$ cat src/rtl/shift_sequencer.sv
// Multi-cycle sequencer around an external single-step shifter: loads a request,
// steps the shifter once per cycle for req_amt cycles, then holds the result on a valid/ready response.
module shift_sequencer #(
  parameter int WIDTH = 16,
  parameter int AMT_W = 4
) (
  input  logic             clk,
  input  logic             rst_n,
  input  logic             req_valid,
  output logic             req_ready,
  input  logic [1:0]       req_op,
  input  logic [AMT_W-1:0] req_amt,
  input  logic [WIDTH-1:0] req_data,
  output logic             resp_valid,
  input  logic             resp_ready,
  output logic [WIDTH-1:0] resp_data,
  output logic             busy,
  output logic [1:0]       sh_shift,
  output logic [WIDTH-1:0] sh_in,
  input  logic [WIDTH-1:0] sh_out
);

  // Handshakes: a request transfers on a rising edge where req_valid && req_ready;
  // a response transfers on a rising edge where resp_valid && resp_ready.
  typedef enum logic [1:0] {
    IDLE  = 2'd0,
    SHIFT = 2'd1,
    DONE  = 2'd2
  } state_t;

  state_t           state;
  state_t           state_nx;
  logic [WIDTH-1:0] acc;
  logic [AMT_W-1:0] cnt;
  logic [1:0]       op_r;

  always_ff @(posedge clk or negedge rst_n) begin
    if (!rst_n) begin
      state <= IDLE;
      acc   <= '0;
      cnt   <= '0;
      op_r  <= 2'b00;
    end else begin
      state <= state_nx;
      case (state)
        IDLE: begin
          if (req_valid) begin
            acc  <= req_data;
            op_r <= req_op;
            cnt  <= req_amt;
          end
        end
        SHIFT: begin
          // SHIFT is only entered with cnt >= 1 and left when cnt reaches 1, so no underflow.
          acc <= sh_out;
          cnt <= cnt - AMT_W'(1);
        end
        default: ;
      endcase
    end
  end

  always_comb begin
    state_nx = state;
    case (state)
      IDLE: begin
        if (req_valid) begin
          if (req_amt == '0 || req_op == 2'b00) state_nx = DONE;
          else                                  state_nx = SHIFT;
        end
      end
      SHIFT: begin
        if (cnt == AMT_W'(1)) state_nx = DONE;
      end
      DONE: begin
        if (resp_ready) state_nx = IDLE;
      end
      default: state_nx = IDLE;
    endcase
  end

  assign req_ready  = (state == IDLE);
  assign resp_valid = (state == DONE);
  assign busy       = (state == SHIFT) || (state == DONE);
  assign sh_shift   = (state == SHIFT) ? op_r : 2'b00;
  assign sh_in      = acc;
  assign resp_data  = acc;

endmodule
$ cat config.mk
export PLATFORM = sky130hd
export DESIGN_NAME = shift_sequencer
export DESIGN_NICKNAME = d
export VERILOG_FILES = /design/src/rtl/shift_sequencer.sv
export SDC_FILE = /design/constraint.sdc
export NUM_CORES = 1
export LEC_CHECK = 0
export CORE_AREA = 2 2 67 69
export CTS_BUF_LIST = sky130_fd_sc_hd__clkbuf_8
export DETAILED_ROUTE_END_ITERATION = 12
export DIE_AREA = 0 0 69 71
export GPL_TIMING_DRIVEN = 0
export PLACE_DENSITY = 0.75
export SETUP_SLACK_MARGIN = 0.2
export SLEW_MARGIN = 40
export SYNTH_ARGS = -nofsm -noshare
export SYNTH_HDL_FRONTEND = slang
export SYNTH_SLANG_ARGS = --single-unit
$ cat constraint.sdc
create_clock -name clk -period 1.7 [get_ports clk]
set_input_delay 0.255 -clock clk [delete_from_list [all_inputs] [get_ports clk]]
set_output_delay 0.255 -clock clk [all_outputs]
set_load 0.01 [all_outputs]
==> results_dict.tcl <==
set metrics [dict create \
    status "finished with violations" \
    violations "negative setup slack" \
    synth-simple-area-share_pct 12.70 \
    vias_per_cell 4.745 \
    power.share.switching_pct 37.24 \
    p_switching_mw 1.986 \
    core.rowCount 24 \
    avgSynthCellArea_sq_um 9.714 \
    wl_per_cell_um 15.03 \
    grt_first_pass_wirelength_um 6713 \
    dieArea_sq_um 4899 \
    hp-class "input pin to asynchronous set/reset pin" \
    reg2reg_setup_slack_ps -10 \
    syn_area_sq_um 1399 \
    grt_max_degree 25 \
    place_congestion 0.7144 \
    synth-async-reset-ratio_pct 100.0 \
    clock_path_buffers 2 \
    crit_end "state[0]$_DFFE_PN0P_" \
    cts_made_buffers 3 \
    design_area_sq_um 2816 \
    grt_usage_pct 16.98 \
    cap_violations 0 \
    fin_crit_ps 1710 \
    synth_top_family_by_area "multiplexers" \
    r2r-start "cnt[1]$_DFFE_PN0P_" \
    remaining_drc_errors 0 \
    synthDistinctLibCells 30 \
    ys_seq_elements 24 \
    synth_xor_area_share_pct 0 \
    fmax_ghz 0.5849 \
    sequentialPowerShare_pct 21.1 \
    critPathLaunch "cnt[1]$_DFFE_PN0P_" \
    die_w_um 69 \
    htree_num_levels 1 \
    tightest_slew_ps 550.6 \
    nNetsFinal 298 \
    path_max_fanout 2 \
    synthAdderAreaFrac_pct 4.472 \
    num_vias 1433 \
    initialDrtViolationCount 32 \
    fin_ws_ps -9.784 \
    antenna_found_initial 0 \
    setup_viol 1 \
    drtAntennaViolNets 0 \
    yosys_most_used_dff "dfrtp_1" \
    path_class "flip-flop to flip-flop" \
    hpwl_um 2837 \
    totalPowerFinal_mw 5.334 \
    start_util_pct 33.27 \
    numPortBuffers 78 \
    cp_slowest_stage_delay_ps 400 \
    pwr-share-clk_pct 9.5 \
    insertedDiodeCount 0 \
    synthCells 144 \
    fin_skew_ps 3.105 \
    synth_edf_count 0 \
    first_global_vias 1415 \
    drt_first_pass_iters 4 \
    hold_viol_final 0 \
    nFillCells 315 \
    combPwrFrac_pct 69.3 \
    required_ps 1860 \
    timing.final.crit_share_pct 100.6 \
    cts_tree "built" \
    boundaryPins 79 \
    synth_mux_area_share_pct 14.85 \
    drive_gt1_share_pct 39.60 \
    ys_warn_count 0 \
    clock_sinks 24 \
    cp-start-kind "flip-flop" \
    wl_um 4539 \
    critPathArrivalTime_ps 1870 \
    intPower_mw 3.347 \
    dpl_cell_area_sq_um 2263 \
    rsz0062_at_grt "yes" \
    seq_area_frac_synth_pct 42.93 \
    root_buffer "clkbuf_8" \
    reg2regPathDepth 5 \
    timing.rr.end "state[0]$_DFFE_PN0P_" \
    clkSlewWorstSetupHoldPaths_ps 90 \
    die_height_um 71 \
    maxSlewViolCount 0 \
    core_region_area_sq_um 4204 \
    synth_fp_nets 191 \
    slew_headroom_pct 63.29 \
    synth_compound_area_share_pct 12.61 \
    slowest_stage "dfrtp_1" \
    p_per_area_nw_per_um2 1894 \
    critPathCaptureType "flip-flop" \
    crit_path_cell_trace "inv_2 -> ha_4 -> or3b_4 -> a211oi_4 -> mux2_4" \
    clock_latency_ps 270 \
    overflow 0 \
    area_growth_pct 101.3 \
    final_common_cell "clkdlybuf4s50_1" \
    ir_worst_vdd_mv 1.008 \
    final_cell_mix "clkdlybuf4s50_1 (47), buf_4 (26), dfrtp_1 (23)" \
    p_leak_nw 1.344 \
    place_ws_ps -494.0 \
]
## timing repair
item,CTS,global route
resized for setup,70,58
buffers inserted,13,5
hold buffers,1,0
endpoints found under the hold margin,24,0
pin swaps,5,17
setup endpoints to repair,43,30
cloned,4,1
## synth_stat cells (2+ instances only)
| cell | instances | share of area (%) |
|---|---|---|
| dfrtp_1 | 24 | 43 |
| mux2_2 | 2 | 1.6 |
| ha_1 | 5 | 4.5 |
| buf_4 | 16 | 8.6 |
| a21oi_1 | 2 | 0.72 |
| inv_1 | 5 | 1.3 |
| and2_1 | 2 | 0.89 |
| mux2i_1 | 16 | 11 |
| buf_2 | 7 | 2.5 |
| nor2b_1 | 3 | 1.3 |
| nor3_1 | 2 | 0.72 |
| o21ai_0 | 10 | 3.6 |
| nor2_1 | 3 | 0.80 |
| o21ai_1 | 11 | 3.9 |
| nand2_1 | 20 | 5.4 |
| o211ai_1 | 2 | 1.1 |
## flip-flops by register name, indices dropped and copies added (netlist names)
signal     cells
resp_data     16
cnt            4
op_r           2
state          2
## per-layer routing
metal / wire length [um] / up-vias / track usage, %
li1: - / 690 / -
met3: 210 / 2 / 2.279
met1: 1816 / 695 / 20.56
met4: 34 / 0 / 6.318
met5: 0 / - / 0
met2: 2478 / 46 / 30.77
## metrics by stage
stage          utilization [%]  TNS [ps]  std cells  hold slack [ps]
6_report                 66.99    -9.784        302            499.8
3_5_place_dp             53.84     -1001        274            280.9
3_3_place_gp             53.96    -945.4        274            483.8
5_1_grt                  66.99    -93.36        302            545.5
4_1_cts                  61.04         0        296            517.3
2_1_floorplan                -         0        144           -40.59
## layout make-up
class,count,area (sq um),share of cell area [%]
Clock inverter,1,30.03,1.066
Buffer,23,219.0,7.774
Inverter,5,18.77,0.6664
Tap cell,52,65.06,2.310
Clock buffer,3,41.29,1.466
Sequential cell,24,601.8,21.37
Multi-Input combinational cell,93,818.3,29.05
Timing Repair Buffer,101,1022,36.29
## power by group through the flow
stage / Sequential [mW] / Clock [mW] / Combinational (mW)
5_1_grt: 1.18 / 0.545 / 3.94
3_5_place_dp: 1.10 / 0 / 2.66
4_1_cts: 1.09 / 0.508 / 3.15
6_report: 1.13 / 0.509 / 3.70
3_3_place_gp: 1.09 / 0 / 2.61
2_1_floorplan: 1.14 / 0 / 1.41
## kinds of logic (layout without fill, tap and decap cells)
kind of cell / count (synthesis) / after routing
flip-flops: 24 / 24
adder cells (fa/ha/maj): 5 / 5
buffers and inverters: 28 / 133
AND/OR/NAND/NOR: 37 / 37
AO/OA/AOI/OAI: 30 / 30
multiplexers: 20 / 21
## worst max-delay path, delay by kind of cell, from the launching register on
family	cells	cell delay (ps)
buffers and inverters	1	80
AND/OR/NAND/NOR	1	400
multiplexers	1	330
adder cells (fa/ha/maj)	1	110
AO/OA/AOI/OAI	1	280
flip-flops	1	400
## worst min-delay path by stage
stage	startpoint	to	slack, ps	depth (start not counted)
after CTS	rst_n	resp_data[1]$_DFFE_PN0P_	520	2
final	rst_n	op_r[1]$_DFFE_PN0P_	500	2
after global routing	op_r[1]$_DFFE_PN0P_	op_r[1]$_DFFE_PN0P_	550	1
after floorplan	rst_n	cnt[0]$_DFFE_PN0P_	-40	0
after global placement	op_r[1]$_DFFE_PN0P_	op_r[1]$_DFFE_PN0P_	480	1
after detailed placement	rst_n	op_r[0]$_DFFE_PN0P_	280	1
(Power assumes the default switching activity.)
